## config.mk

```make
export PLATFORM = sky130hd
export DESIGN_NAME = seq_shifter
export DESIGN_NICKNAME = d
export VERILOG_FILES = /design/src/rtl/seq_shifter.sv
export SDC_FILE = /design/constraint.sdc
export NUM_CORES = 1
export LEC_CHECK = 0
export CAP_MARGIN = 0
export CORE_MARGIN = 3
export CORE_UTILIZATION = 46
export CTS_CLUSTER_DIAMETER = 80
export CTS_CLUSTER_SIZE = 30
export DETAILED_ROUTE_END_ITERATION = 6
export PLACE_DENSITY = 0.77
export SLEW_MARGIN = 10
export SYNTH_ARGS = -nofsm -noshare
export SYNTH_HDL_FRONTEND = slang
export SYNTH_SLANG_ARGS = --single-unit
```

## constraint.sdc

```tcl
create_clock -name clk -period 1.63 [get_ports clk]
set_clock_uncertainty 0.2 [all_clocks]
set_input_delay 0.163 -clock clk [delete_from_list [all_inputs] [get_ports clk]]
set_output_delay 0.163 -clock clk [all_outputs]
set_load 0.05 [all_outputs]
```

## src/rtl/seq_shifter.sv

```systemverilog
// rtl/seq_shifter.sv - multi-cycle shift/rotate unit, one single-bit step per clock
module seq_shifter #(
  parameter int WIDTH = 4,
  parameter int AMT_W = 3
) (
  input  logic             clk,
  input  logic             rst,
  input  logic             start,
  input  logic [1:0]       op,
  input  logic [AMT_W-1:0] amt,
  input  logic [WIDTH-1:0] d_in,
  output logic [WIDTH-1:0] y,
  output logic             carry,
  output logic             busy,
  output logic             done
);

  localparam logic [1:0] OP_SHL = 2'b00;
  localparam logic [1:0] OP_SHR = 2'b01;
  localparam logic [1:0] OP_ROL = 2'b10;
  localparam logic [1:0] OP_ROR = 2'b11;

  typedef enum logic [1:0] {
    IDLE  = 2'b00,
    SHIFT = 2'b01,
    DONE  = 2'b10
  } state_t;

  state_t           state_q, state_n;
  logic [AMT_W-1:0] cnt_q, cnt_n;
  logic [1:0]       op_q, op_n;
  logic [WIDTH-1:0] y_q, y_n;
  logic             carry_q, carry_n;

  always_ff @(posedge clk) begin
    if (rst) begin
      state_q <= IDLE;
      cnt_q   <= '0;
      op_q    <= OP_SHL;
      y_q     <= '0;
      carry_q <= 1'b0;
    end else begin
      state_q <= state_n;
      cnt_q   <= cnt_n;
      op_q    <= op_n;
      y_q     <= y_n;
      carry_q <= carry_n;
    end
  end

  always_comb begin
    state_n = state_q;
    cnt_n   = cnt_q;
    op_n    = op_q;
    y_n     = y_q;
    carry_n = carry_q;
    case (state_q)
      IDLE: begin
        if (start) begin
          op_n    = op;
          y_n     = d_in;
          cnt_n   = amt;
          carry_n = 1'b0;
          state_n = (amt != '0) ? SHIFT : DONE;
        end
      end
      SHIFT: begin
        case (op_q)
          OP_SHL: begin
            y_n     = {y_q[WIDTH-2:0], 1'b0};
            carry_n = y_q[WIDTH-1];
          end
          OP_SHR: begin
            y_n     = {1'b0, y_q[WIDTH-1:1]};
            carry_n = y_q[0];
          end
          OP_ROL: begin
            y_n     = {y_q[WIDTH-2:0], y_q[WIDTH-1]};
            carry_n = y_q[WIDTH-1];
          end
          OP_ROR: begin
            y_n     = {y_q[0], y_q[WIDTH-1:1]};
            carry_n = y_q[0];
          end
          default: ;
        endcase
        cnt_n = cnt_q - AMT_W'(1);
        if (cnt_q == AMT_W'(1)) state_n = DONE;
      end
      DONE: state_n = IDLE;
      default: state_n = IDLE;
    endcase
  end

  // busy/done decode straight from the state register, never from inputs
  assign y     = y_q;
  assign carry = carry_q;
  assign busy  = (state_q != IDLE);
  assign done  = (state_q == DONE);

endmodule

```

; ---- Word-level counts from Yosys, hierarchy flattened
; Cells that the tools add are included.
[word_totals]
reg_bits = 12
inputBits = 12
output_inout_bits = 7
word_cells = 36
[classes]
n_addsub = 1
n_eq_ne = 8
mux = 12
n_reduce_logical = 10
[op_table]
columns = operator, count
row1 = one-hot mux 4 bit (4 select lines), 1
row2 = one-hot mux 4 bit (2 select lines), 1
row3 = == test 2 bit (second input constant), 3
row4 = 2-to-1 mux 2 bit, 3
row5 = one-hot mux 3 bit (2 select lines), 1
row6 = AND reduction 2 bit, 3
row7 = == test 2 x 1 -> 1 bit (second input constant), 2
row8 = logical NOT 2 bit, 2
row9 = 2-to-1 mux 4 bit, 1
row10 = != test 2 bit (second input constant), 2
row11 = one-hot mux 1 bit (2 select lines), 2
row12 = one-hot mux 2 bit (2 select lines), 1
row13 = nonzero test 2 bit, 2
row14 = OR reduction 2 bit, 2
row15 = == test 3 x 1 -> 1 bit (second input constant), 1
row16 = 2-to-1 mux 3 bit, 1
row17 = nonzero test 3 bit, 1
row18 = subtractor 3 x 1 -> 3 bit (second input constant), 1
row19 = 2-to-1 mux 1 bit, 1

; ---- Longest topological paths before layout
; Gate-level depths: netlist of the first run.
[depth]
word_depth = 4
mapped_depth = 5
mapped_depth_nobuf = 5

; ---- Worst setup path before layout of the first run
; No wires, ideal clock.
[synth_path]
path_type = register to output
start = register state_q[1]
end = output done
arrival_time_ns = 1.219
required_ns = 1.267
path_slack_ns = 0.048
path_stages_with_launch = 3
n_path_buf = 1
cell_sequence = dfxtp_1 > buf_4 > nor2b_1
[synth_via]
elab_chain_len = 1
[synth_rtl]
columns = item, line_no
row1 = start: declaration, 29  ; state_t state_q, state_n;
row2 = start signal: assignment, 43  ; state_q <= state_n;
row3 = == test 2 bit, 99  ; assign done = (state_q == DONE);
row4 = end: declaration, 15  ; output logic done
; No other way between the ends.

; ---- Final worst setup path of the first run
[layout_path]
start = register state_q[0]
end = output busy
[layout_via]
elab_chain_len = 1
[layout_rtl]
columns = item, line_no
row1 = nonzero test 2 bit, 98  ; assign busy = (state_q != IDLE);
row2 = end: declaration, 14  ; output logic busy,
; No other way between the ends.

==> results of run 1 <==
==> routing by layer <==
layer / vias up / wire length (um)
met2: 33 / 758
met4: 0 / 17
met1: 296 / 696
li1: 324 / -
met3: 3 / 143
met5: - / 0
==> metrics by stage <==
step,utilization [%],hold slack [ns],cells
after CTS,74.3,0.289,114
final,74.5,0.293,114
after global placement,72.6,0.300,111
after detailed placement,72.6,0.305,111
after global routing,74.5,0.293,114
after floorplan,-,0.0417,73
==> placed cells by master, fill, tap and decap left out, types with 3 or more instances in the layout <==
cell	synthesis	routed
nor3_1	4	4
buf_12	0	6
clkbuf_4	0	3
nor2_1	8	8
clkdlybuf4s50_1	0	11
a221oi_1	3	3
buf_4	1	10
a211oi_1	4	4
inv_1	4	4
dfxtp_1	12	10
nor2b_1	3	3
==> worst max path at each step <==
stage / from / endpoint / cells past startpoint
floorplan: state_q[1] / done / 2
global placement: start / op_q[1] / 4
detailed placement: start / y[0] / 4
CTS: state_q[1] / done / 2
global route: cnt_q[0] / cnt_q[1] / 5
finish: state_q[0] / busy / 2
==> power breakdown <==
part	internal (W)	total (W)	switching (W)
logic	0.000176	0.000330	0.000154
clock network	0.0000859	0.000187	0.000101
registers	0.000323	0.000364	0.0000401
total	0.000585	0.000880	0.000296
==> worst max-delay path: cells and delay by family (launching register included) <==
family	cells	cell delay, ns
buffers and inverters	1	0.15
AND/OR/NAND/NOR	1	0.33
flip-flops	1	0.36
==> cell families after synthesis <==
logic type                 after synthesis
muxes                                    5
and+or+nand+nor                         27
DFF                                     12
buffers and inverters                    8
AOI/OAI and AO/OA                       19
adders and majority gates                2
==> sequential cells by signal, indices dropped and copies added (netlist names) <==
signal / cells
carry: 1
cnt_q: 3
state_q: 2
op_q: 2
y: 4
==> cells in the mapped netlist, drive strengths merged (2+ instances only) <==
cell    count
nand2       2
nor2        8
nor3b       2
mux2        3
o32ai       2
inv         4
dfxtp      12
ha          2
nor3        4
nand2b      2
buf         3
nor2b       4
a211oi      5
mux2i       2
a221oi      4
==> final cells by class <==
| class | instances | area, um2 | share of cell area, % |
|---|---|---|---|
| repair buffers | 27 | 305 | 30.0 |
| multi-input cells | 53 | 413 | 40.6 |
| inverters | 4 | 15.0 | 1.48 |
| well taps | 15 | 18.8 | 1.85 |
| clock buffers | 3 | 22.5 | 2.21 |
| flip-flops and latches | 12 | 243 | 23.9 |
==> results.md, run 1 <==
* DR vias at ~660
* Hold Vio Cnt, Final at 0
* IO Port Bufs at 18
* Post-synthesis mux area share at under 10%
* Simple-Gate Fraction of Synth Area at approximately 23%
* Critical path's largest stage delay at between 0.3 and 0.4 ns
* Final Cycle Share at between 90% and 100%
* Number of setup violations in the final report at 0
* Final setup margin at about 0.14 ns
* Top cells by area, synth: dfxtp_1 34%, a211oi_1 4.3%, nor2_1 4.3%, a221oi_1 3.7%, ha_1 3.6%
* Nets at around 120
* Post-synthesis xor/xnor area fraction at 0%
* Cell Area, Synth at approximately 700 um2
* Seq/Total Area, Yosys at 34.2%
* Clock slew at reported path FFs at roughly 0.070 ns
* TritonCTS clock tree: built
* GRT Overall Usage at approximately a fifth
* Synth Register Bits at 12
* ANT cells at 0
* Pwr Total at about 0.00088 W
* RSZ-0062 raised after global routing: no
* Ys Warns at 0
* Boundary pin count at 19
* Critical path fanouts, max at 9
* Tmin final at between 1 and 1.5 ns
* Library cells used by synthesis at 35
* Clock tree buffer depth at 2
* Die area at 0.00203 mm2
* R2r endpoint: cnt_q[1]
* Synth Area in Compound Gates at between 20% and 30%
* M2 GR Usage at a little under a third
* Synthesized area per cell at roughly 9.6 um2
* Reg2reg path depth at 5
* Crit path DAT at between 1 and 1.5 ns
* CP max stage cell: dfxtp_2
* Placement row count at 13
* Post-Synth Adder-Cell Area at roughly 3.6%
* Routability cong. at between 0.8 and 0.9
* Startpoint Class: register
* CTS Hold Bufs at 0
* Worst-Margin Slew at 0.239 ns
* Synth area leader: dfxtp_1
* Critical path data required time at approximately 1.3 ns
* Setup_tns at 0 ns
* Detail Route Antenna Nets at 0
* Chip Height at around 45 um
* Pre-antenna DRT Iters at 4
* Initial antenna violation count at 0
* Area Growth Syn to Fin at 44.9%
* Post-CTS Setup Inserts at 0
* Crit Path Class: reg2out
* Max-slew headroom at between 80% and 90%
* First-pass GRT wire length at approximately 2700 um
* CTS root buf: clkbuf_4
* Hold path cells at 3
* Share of synthesized registers carrying an async set or reset at 0%
* Vias per Instance at about 5.8
* Number of enable flip-flop cells after synthesis at 0
* Max-Cap Viols at 0
* Initial Utilization at a little over 50%
* Pwr Density at around 870 mW/mm2
* Worst-skew pair later-pin latency at roughly 0.28 ns
* Dominant synthesized flop cell: dfxtp_1
* Worst Setup End Kind: output port
* Hold Crit Class: in2reg
* Area post-placement at 992 um2
* Layout fillers at 106
* Synth top area share at between 30% and 40%
* Setup WS pre-CTS at approximately 0.005 ns
* Final Max Tran Viols at 0
* Gr busiest metal: met2
* Worst IR Drop VDD at 498 uV
* Detailed Route Iter0 Violations at 16
* Leakage at roughly 0.41 nW
* Die X at between 40 and 50 um
* Met3 global-route usage at about 6.8%
* Clock sink total at 12
* DP HPWL at approximately 1200 um
* H-tree depth at 1
* Design area at 0.00102 mm2
* Worst hold path startpoint: op[1]
* Vias in the first global route at around 610
* GR Util met1 at around 22%
* DRC Markers at 0
* Status: completed
* FMAX at roughly 670 MHz
* Syn Nets at between 80 and 90
* Hold path endpoint: op_q[1]
* Worst r2r src: cnt_q[0]
* Core area at 0.00137 mm2
* Grt total ovfl at 0
* Routed WL per cell at 14.2 um
* Share of layout cells above drive strength 1 at approximately 31%
* Main combinational cell family by area after synthesis: compound AO/OA/AOI/OAI gates
* PostCTS Resize Cnt at 0
* Drt total wl at between 1500 and 2000 um
* CTS buffer count at 3
* Post-Synthesis Cells at 73
* Pin count of the biggest net entering global routing at 12
* R2R Setup Slk at approximately 0.16 ns
* CP cell instances: or2_2 > buf_12
Note: power is estimated with default switching activity, not from simulation.
==> run 2, diff against run 1 <==
--- a/config.mk
+++ b/config.mk
@@ -7,11 +7,11 @@
 export LEC_CHECK = 0
 export CAP_MARGIN = 0
 export CORE_MARGIN = 3
-export CORE_UTILIZATION = 46
+export CORE_UTILIZATION = 41
 export CTS_CLUSTER_DIAMETER = 80
 export CTS_CLUSTER_SIZE = 30
 export DETAILED_ROUTE_END_ITERATION = 6
-export PLACE_DENSITY = 0.77
+export PLACE_DENSITY = 0.72
 export SLEW_MARGIN = 10
 export SYNTH_ARGS = -nofsm -noshare
 export SYNTH_HDL_FRONTEND = slang
==> constraint.sdc (replaced) <==
create_clock -name clk -period 1.2 [get_ports clk]
set_clock_uncertainty 0.2 [all_clocks]
set_input_delay 0.12 -clock clk [delete_from_list [all_inputs] [get_ports clk]]
set_output_delay 0.12 -clock clk [all_outputs]
set_load 0.05 [all_outputs]
==> run 2 against run 1 <==
Against the previous run: the flow now finishes with violations (setup timing); clock-buffer cell count grew 1; total power is 88% higher; non-clock buffer count is 26 higher; highest routed layer unchanged.
==> results.md, run 2 (same netlist as run 1, synthesis figures left out) <==
* Final setup margin at -0.301 ns (-0.438 ns)
* Worst-Margin Slew at 0.390 ns (+0.151 ns)
* Clock slew at reported path FFs at 0.09 ns (+0.02 ns)
* Critical path data required time at 1.19 ns (-0.08 ns)
* Worst IR Drop VDD at 799 uV (+60%)
* Crit Path Class: reg2reg
* Initial antenna violation count at 0 (unchanged)
* Number of setup violations in the final report at 18 (+18)
* IO Port Bufs at 18 (unchanged)
* Leakage at 0.606 nW (+48%)
* Initial Utilization at 45.0% (-6.3 points)
* Worst r2r src: state_q[1]
* Pin count of the biggest net entering global routing at 12 (unchanged)
* Pre-antenna DRT Iters at 4 (unchanged)
* RSZ-0062 raised after global routing: yes
* Worst hold path startpoint: op[0]
* Detail Route Antenna Nets at 0 (unchanged)
* Layout fillers at 36 (-66%)
* Share of layout cells above drive strength 1 at 72.2% (+41 points)
* DRC Markers at 0 (unchanged)
* Area Growth Syn to Fin at 112%
* Setup_tns at -3.48 ns (-3.48 ns)
* Final Max Tran Viols at 0 (unchanged)
* Routability cong. at 0.734 (-12%)
* Drt total wl at 3270 um (+100%)
* Placement row count at 14 (+1)
* Pwr Density at 1110 mW/mm2 (+28%)
* Core area at 0.00156 mm2 (+14%)
* Boundary pin count at 19 (unchanged)
* Largest register FFs at 4 (unchanged)
* Die X at 47.4 um (+5.1%)
* TritonCTS clock tree: built
* Chip Height at 47.4 um (+5.1%)
* Failing checks: setup timing
* Critical path's largest stage delay at 0.36 ns (about the same)
* Area post-placement at 0.00115 mm2 (+16%)
* Hold Vio Cnt, Final at 0 (unchanged)
* Vias per Instance at 6.20 (+7.7%)
* Crit. Startpoint: state_q[1]
* Status: finished, violations left
* Clock tree buffer depth at 2 (unchanged)
* CP cell instances: buf_6 > buf_6 > o21bai_4 > buf_6 > a221oi_4 > nor3_2
* Die area at 0.00224 mm2 (+11%)
* FMAX at 666 MHz
* Design area at 0.00149 mm2 (+47%)
* Hold Crit Class: in2reg
* Crit-path most repeated cell: buf_6
* ANT cells at 0 (unchanged)
* Commonest non-fill, non-tap cells in the layout: 20 x buf_4, 15 x buf_6, 11 x clkdlybuf4s50_1
* Pwr Total at 0.00165 W (+88%)
* First-pass GRT wire length at 3770 um (+39%)
* Top delay family on crit path: compound AO/OA/AOI/OAI gates
* Grt total ovfl at 0 (unchanged)
* Storage cell area at 259 um2 (+6.7%)
* Bufs and invs on worst path at 3 (+2)
* Startpoint Class: register
* Tmin final at approximately 1.5 ns
* CTS buffer count at 3 (unchanged)
* Max-slew headroom at 73.8% (-10 points)
* Crit path DAT at 1.49 ns (+0.36 ns)
* CTS Hold Bufs at 0 (unchanged)
* Detailed Route Iter0 Violations at 23 (+7)
* DR vias at 880 (+34%)
* Commonest non-fill, non-tap cell in the layout: buf_4
* Multi-input gate area at 589 um2 (+43%)
* Nets at 141 (+23%)
* Setup WS pre-CTS at -0.356 ns (-0.361 ns)
* H-tree depth at 1 (unchanged)
* CP max stage cell: dfxtp_4
* Max-Cap Viols at 0 (unchanged)
* DP HPWL at 1590 um (+30%)
* GRT Overall Usage at 25.2% (+6.3 points)
* CTS root buf: clkbuf_4
* Clock sink total at 12 (unchanged)
* Critical path fanouts, max at 6 (-3)
* Worst-skew pair later-pin latency at 0.30 ns (+0.02 ns)
* Routed WL per cell at 23.0 um (+63%)
* Vias in the first global route at 837 (+38%)
* Final Cycle Share at 125%
* Worst Setup End Kind: register
run 2: cell types whose count changed in the layout (fill, tap and decap cells not counted), moves of 3 or more:
cell,previous run,this run
dfxtp_1,10,3
buf_6,0,15
dfxtp_2,2,6
buf_4,10,20
dfxtp_4,0,3
a221oi_1,3,0
inv_1,4,1
run 2: cell type report:
type	count	area share [%]
tap	16	1.34
clock buffer	4	2.43
timing repair buffer	53	38.2
inverter	4	1.17
multi-input combinational	53	39.5
sequential	12	17.4
run 2: worst paths after layout:
check	end	slack, ns	depth (start not counted)
worst max register to register	y[1]	-0.30	6
worst min register to register	carry	0.41	2
worst min-delay path	op_q[0]	0.25	3
worst max-delay path	y[1]	-0.30	6
run 2: routing by layer:
layer | vias up | global-route usage (%) | wire [um]
li1 | 379 | - | -
met3 | 23 | 6.90 | 210
met1 | 426 | 24.5 | 1250
met2 | 52 | 48.1 | 1600
met4 | 0 | 11.0 | 214
met5 | - | 0 | 0
run 2: per-stage QoR:
stage	hold slack (ns)	util, %	std cells
floorplan	-0.00130	-	73
global placement	0.298	73.8	123
detailed placement	0.300	73.8	123
CTS	0.236	87.6	133
global route	0.266	95.7	142
finish	0.252	95.7	142
run 2: tightest hold or removal path, delay by kind of cell:
kind | cells | cell delay (ns)
AND/OR/NAND/NOR | 1 | 0.06
buffers and inverters | 1 | 0.40
multiplexers | 1 | 0.13
run 2: timing repair:
action,4_1_cts,5_1_grt
resized for setup,31,13
setup buffers,6,9
endpoints found under the hold margin,0,0
setup endpoints to repair,18,19
pin swaps,13,8
run 2: power by group:
group	switching, W	internal, W
combinational	0.000372	0.000432
sequential	0.0000544	0.000443
clock	0.000166	0.000185
==> run 3, diff against run 2 <==
==> constraint.sdc (replaced) <==
create_clock -name clk -period 1.2 [get_ports clk]
set_clock_uncertainty 0.2 [all_clocks]
set_input_delay 0.12 -clock clk [delete_from_list [all_inputs] [get_ports clk]]
set_output_delay 0.12 -clock clk [all_outputs]
set_load 0.005 [all_outputs]
==> run 3 against run 2 <==
Against the previous run: the run still ends with setup timing left; critical path depth is 2 lower; first-iteration DRC count down 83%; sequential share of layout area rose by 2.2 points; worst setup slack better by 0.070 ns; utilization decreased by 10 points; sequential power fell by 2%; via count is 15% lower; highest routed layer unchanged; fmax rose by 4.9%; die area is the same; critical endpoint is now state_q[0]; combinational power is 30% lower.
==> results.md, run 3 (same netlist as run 1, synthesis figures left out) <==
* Hold Crit Class: in2reg
* R2r endpoint: state_q[0]
* Final Max Tran Viols at 0 (unchanged)
* Storage cell area at 262 um2 (+0.97%)
* Nets at 136 (-3.5%)
* Worst-skew pair later-pin latency at 0.28 ns (-0.02 ns)
* Hold Vio Cnt, Final at 0 (unchanged)
* Startpoint Class: register
* Failing checks: setup timing
* Drt total wl at 2200 um (-33%)
* IO Port Bufs at 18 (unchanged)
* Crit Path Class: reg2reg
* Pin count of the biggest net entering global routing at 12 (unchanged)
* Clock sink total at 12 (unchanged)
* Worst hold path startpoint: op[1]
* Worst-Margin Slew at 0.337 ns (-0.0528 ns)
* Design area at 0.00133 mm2 (-11%)
* H-tree depth at 1 (unchanged)
* Critical path's largest stage delay at 0.36 ns (about the same)
* Detail Route Antenna Nets at 0 (unchanged)
* DP HPWL at 1360 um (-15%)
* ANT cells at 0 (unchanged)
* Pre-antenna DRT Iters at 4 (unchanged)
* TritonCTS clock tree: built
* Clock tree buffer depth at 2 (unchanged)
* Commonest non-fill, non-tap cells in the layout: 21 x buf_4, 11 x clkdlybuf4s50_1, 8 x nor2_1
* Worst Setup End Kind: register
* Largest register FFs at 4 (unchanged)
* FMAX at 698 MHz (+4.9%)
* CP cell instances: buf_6 > buf_8 > or3b_4 > a211oi_2
* RSZ-0062 raised after global routing: yes
* Clock slew at reported path FFs at 0.09 ns (about the same)
* Detailed Route Iter0 Violations at 4 (-83%)
* Critical path fanouts, max at 5 (-1)
* Tmin final at 1.43 ns (-0.0695 ns)
* Routability cong. at 0.767 (+4.5%)
* Commonest non-fill, non-tap cell in the layout: buf_4
* Grt total ovfl at 0 (unchanged)
* Worst r2r src: state_q[0]
* Worst IR Drop VDD at 746 uV (-6.7%)
* Leakage at 0.549 nW (-9.3%)
* Crit path DAT at 1.43 ns (-0.06 ns)
* R2R Setup Slk at -0.23 ns (+0.07 ns)
* Final setup margin at -0.232 ns (+0.0695 ns)
* CTS Hold Bufs at 0 (unchanged)
* Area post-placement at 0.00102 mm2 (-11%)
* Hold path cells at 3 (unchanged)
* Setup_tns at -2.59 ns (+0.886 ns)
* Multi-input gate area at 557 um2 (-5.5%)
* Placement row count at 14 (unchanged)
* Critical path data required time at 1.20 ns (about the same)
* CTS root buf: clkbuf_4
* Routed WL per cell at 16.1 um (-30%)
* CP max stage cell: or3b_4
* Hold path endpoint: op_q[1]
* Area Growth Syn to Fin at 90.0%
* First-pass GRT wire length at 3440 um (-9.0%)
* Number of setup violations in the final report at 14 (-4)
* Core area at 0.00156 mm2 (unchanged)
* Max-Cap Viols at 0 (unchanged)
* Layout fillers at 91 (+150%)
* CTS buffer count at 3 (unchanged)
* Share of layout cells above drive strength 1 at 64.5% (-7.8 points)
* Die area at 0.00224 mm2 (unchanged)
* Initial Utilization at 45.0% (unchanged)
* GRT Overall Usage at 21.7% (-3.5 points)
* Final Cycle Share at 119% (-5.8 points)
* Vias per Instance at 5.47 (-12%)
* Vias in the first global route at 762 (-9.0%)
* Initial antenna violation count at 0 (unchanged)
* DR vias at 750 (-15%)
* Die X at 47.4 um (unchanged)
* Status: finished, violations left
* Max-slew headroom at 77.4% (+3.5 points)
* Boundary pin count at 19 (unchanged)
* Pwr Density at 1040 mW/mm2 (-5.7%)
* Chip Height at 47.4 um (unchanged)
* Reg2reg path depth at 4 (-2)
* DRC Markers at 0 (unchanged)
## run 3: where the power goes
group | switching, W | total [W] | leakage (nW) | internal, W
clock network | 0.000157 | 0.000342 | 0.0210 | 0.000185
registers | 0.0000435 | 0.000486 | 0.103 | 0.000442
logic | 0.000229 | 0.000566 | 0.425 | 0.000337
total | 0.000430 | 0.00139 | 0.549 | 0.000964
## run 3: worst max-delay path by stage
stage	from	endpoint	slack, ns	cells past startpoint
2_1_floorplan	op_q[0]	y[1]	-0.09	4
3_3_place_gp	start	y[0]	-0.39	4
3_5_place_dp	start	cnt_q[1]	-0.38	5
4_1_cts	state_q[0]	busy	-0.23	2
5_1_grt	state_q[0]	state_q[0]	-0.27	4
6_report	state_q[0]	state_q[0]	-0.23	4
## run 3: area by class of cell
class                   count  share of cell area (%)
multi-input cells          53                    41.7
repair buffers             48                    32.7
flip-flops and latches     12                    19.6
clock buffers               4                    2.72
inverters                   4                    1.69
well taps                  16                    1.50
## run 3: routing by layer
| metal | track usage (%) | vias up | wire length, um |
|---|---|---|---|
| met4 | 6.08 | 0 | 23 |
| met1 | 25.4 | 359 | 973 |
| met2 | 39.0 | 16 | 1120 |
| met3 | 4.60 | 4 | 83 |
| li1 | - | 371 | - |
| met5 | 0 | - | 0 |
## run 3: what timing repair did
| action | CTS | global route |
|---|---|---|
| setup endpoints to repair | 19 | 18 |
| buffers inserted | 10 | 6 |
| resized for setup | 44 | 15 |
| pin swaps | 9 | 7 |
## run 3: stage by stage
| stage | cells | util, % | total power [W] | hold WS, ns | setup WS [ns] |
|---|---|---|---|---|---|
| final | 137 | 85.6 | 0.00139 | 0.260 | -0.232 |
| after global routing | 137 | 85.6 | 0.00145 | 0.278 | -0.275 |
| after detailed placement | 117 | 65.7 | 0.000889 | 0.319 | -0.382 |
| after floorplan | 73 | - | 0.000716 | -0.00130 | -0.0903 |
| after global placement | 117 | 65.7 | 0.000880 | 0.305 | -0.393 |
| after CTS | 131 | 80.5 | 0.00132 | 0.267 | -0.233 |
## run 3: critical path, delay by kind of cell, from the launching register on
| kind | cells | cell delay [ns] |
|---|---|---|
| buffers and inverters | 2 | 0.26 |
| DFF | 1 | 0.35 |
| and+or+nand+nor | 1 | 0.36 |
| AOI/OAI and AO/OA | 1 | 0.17 |
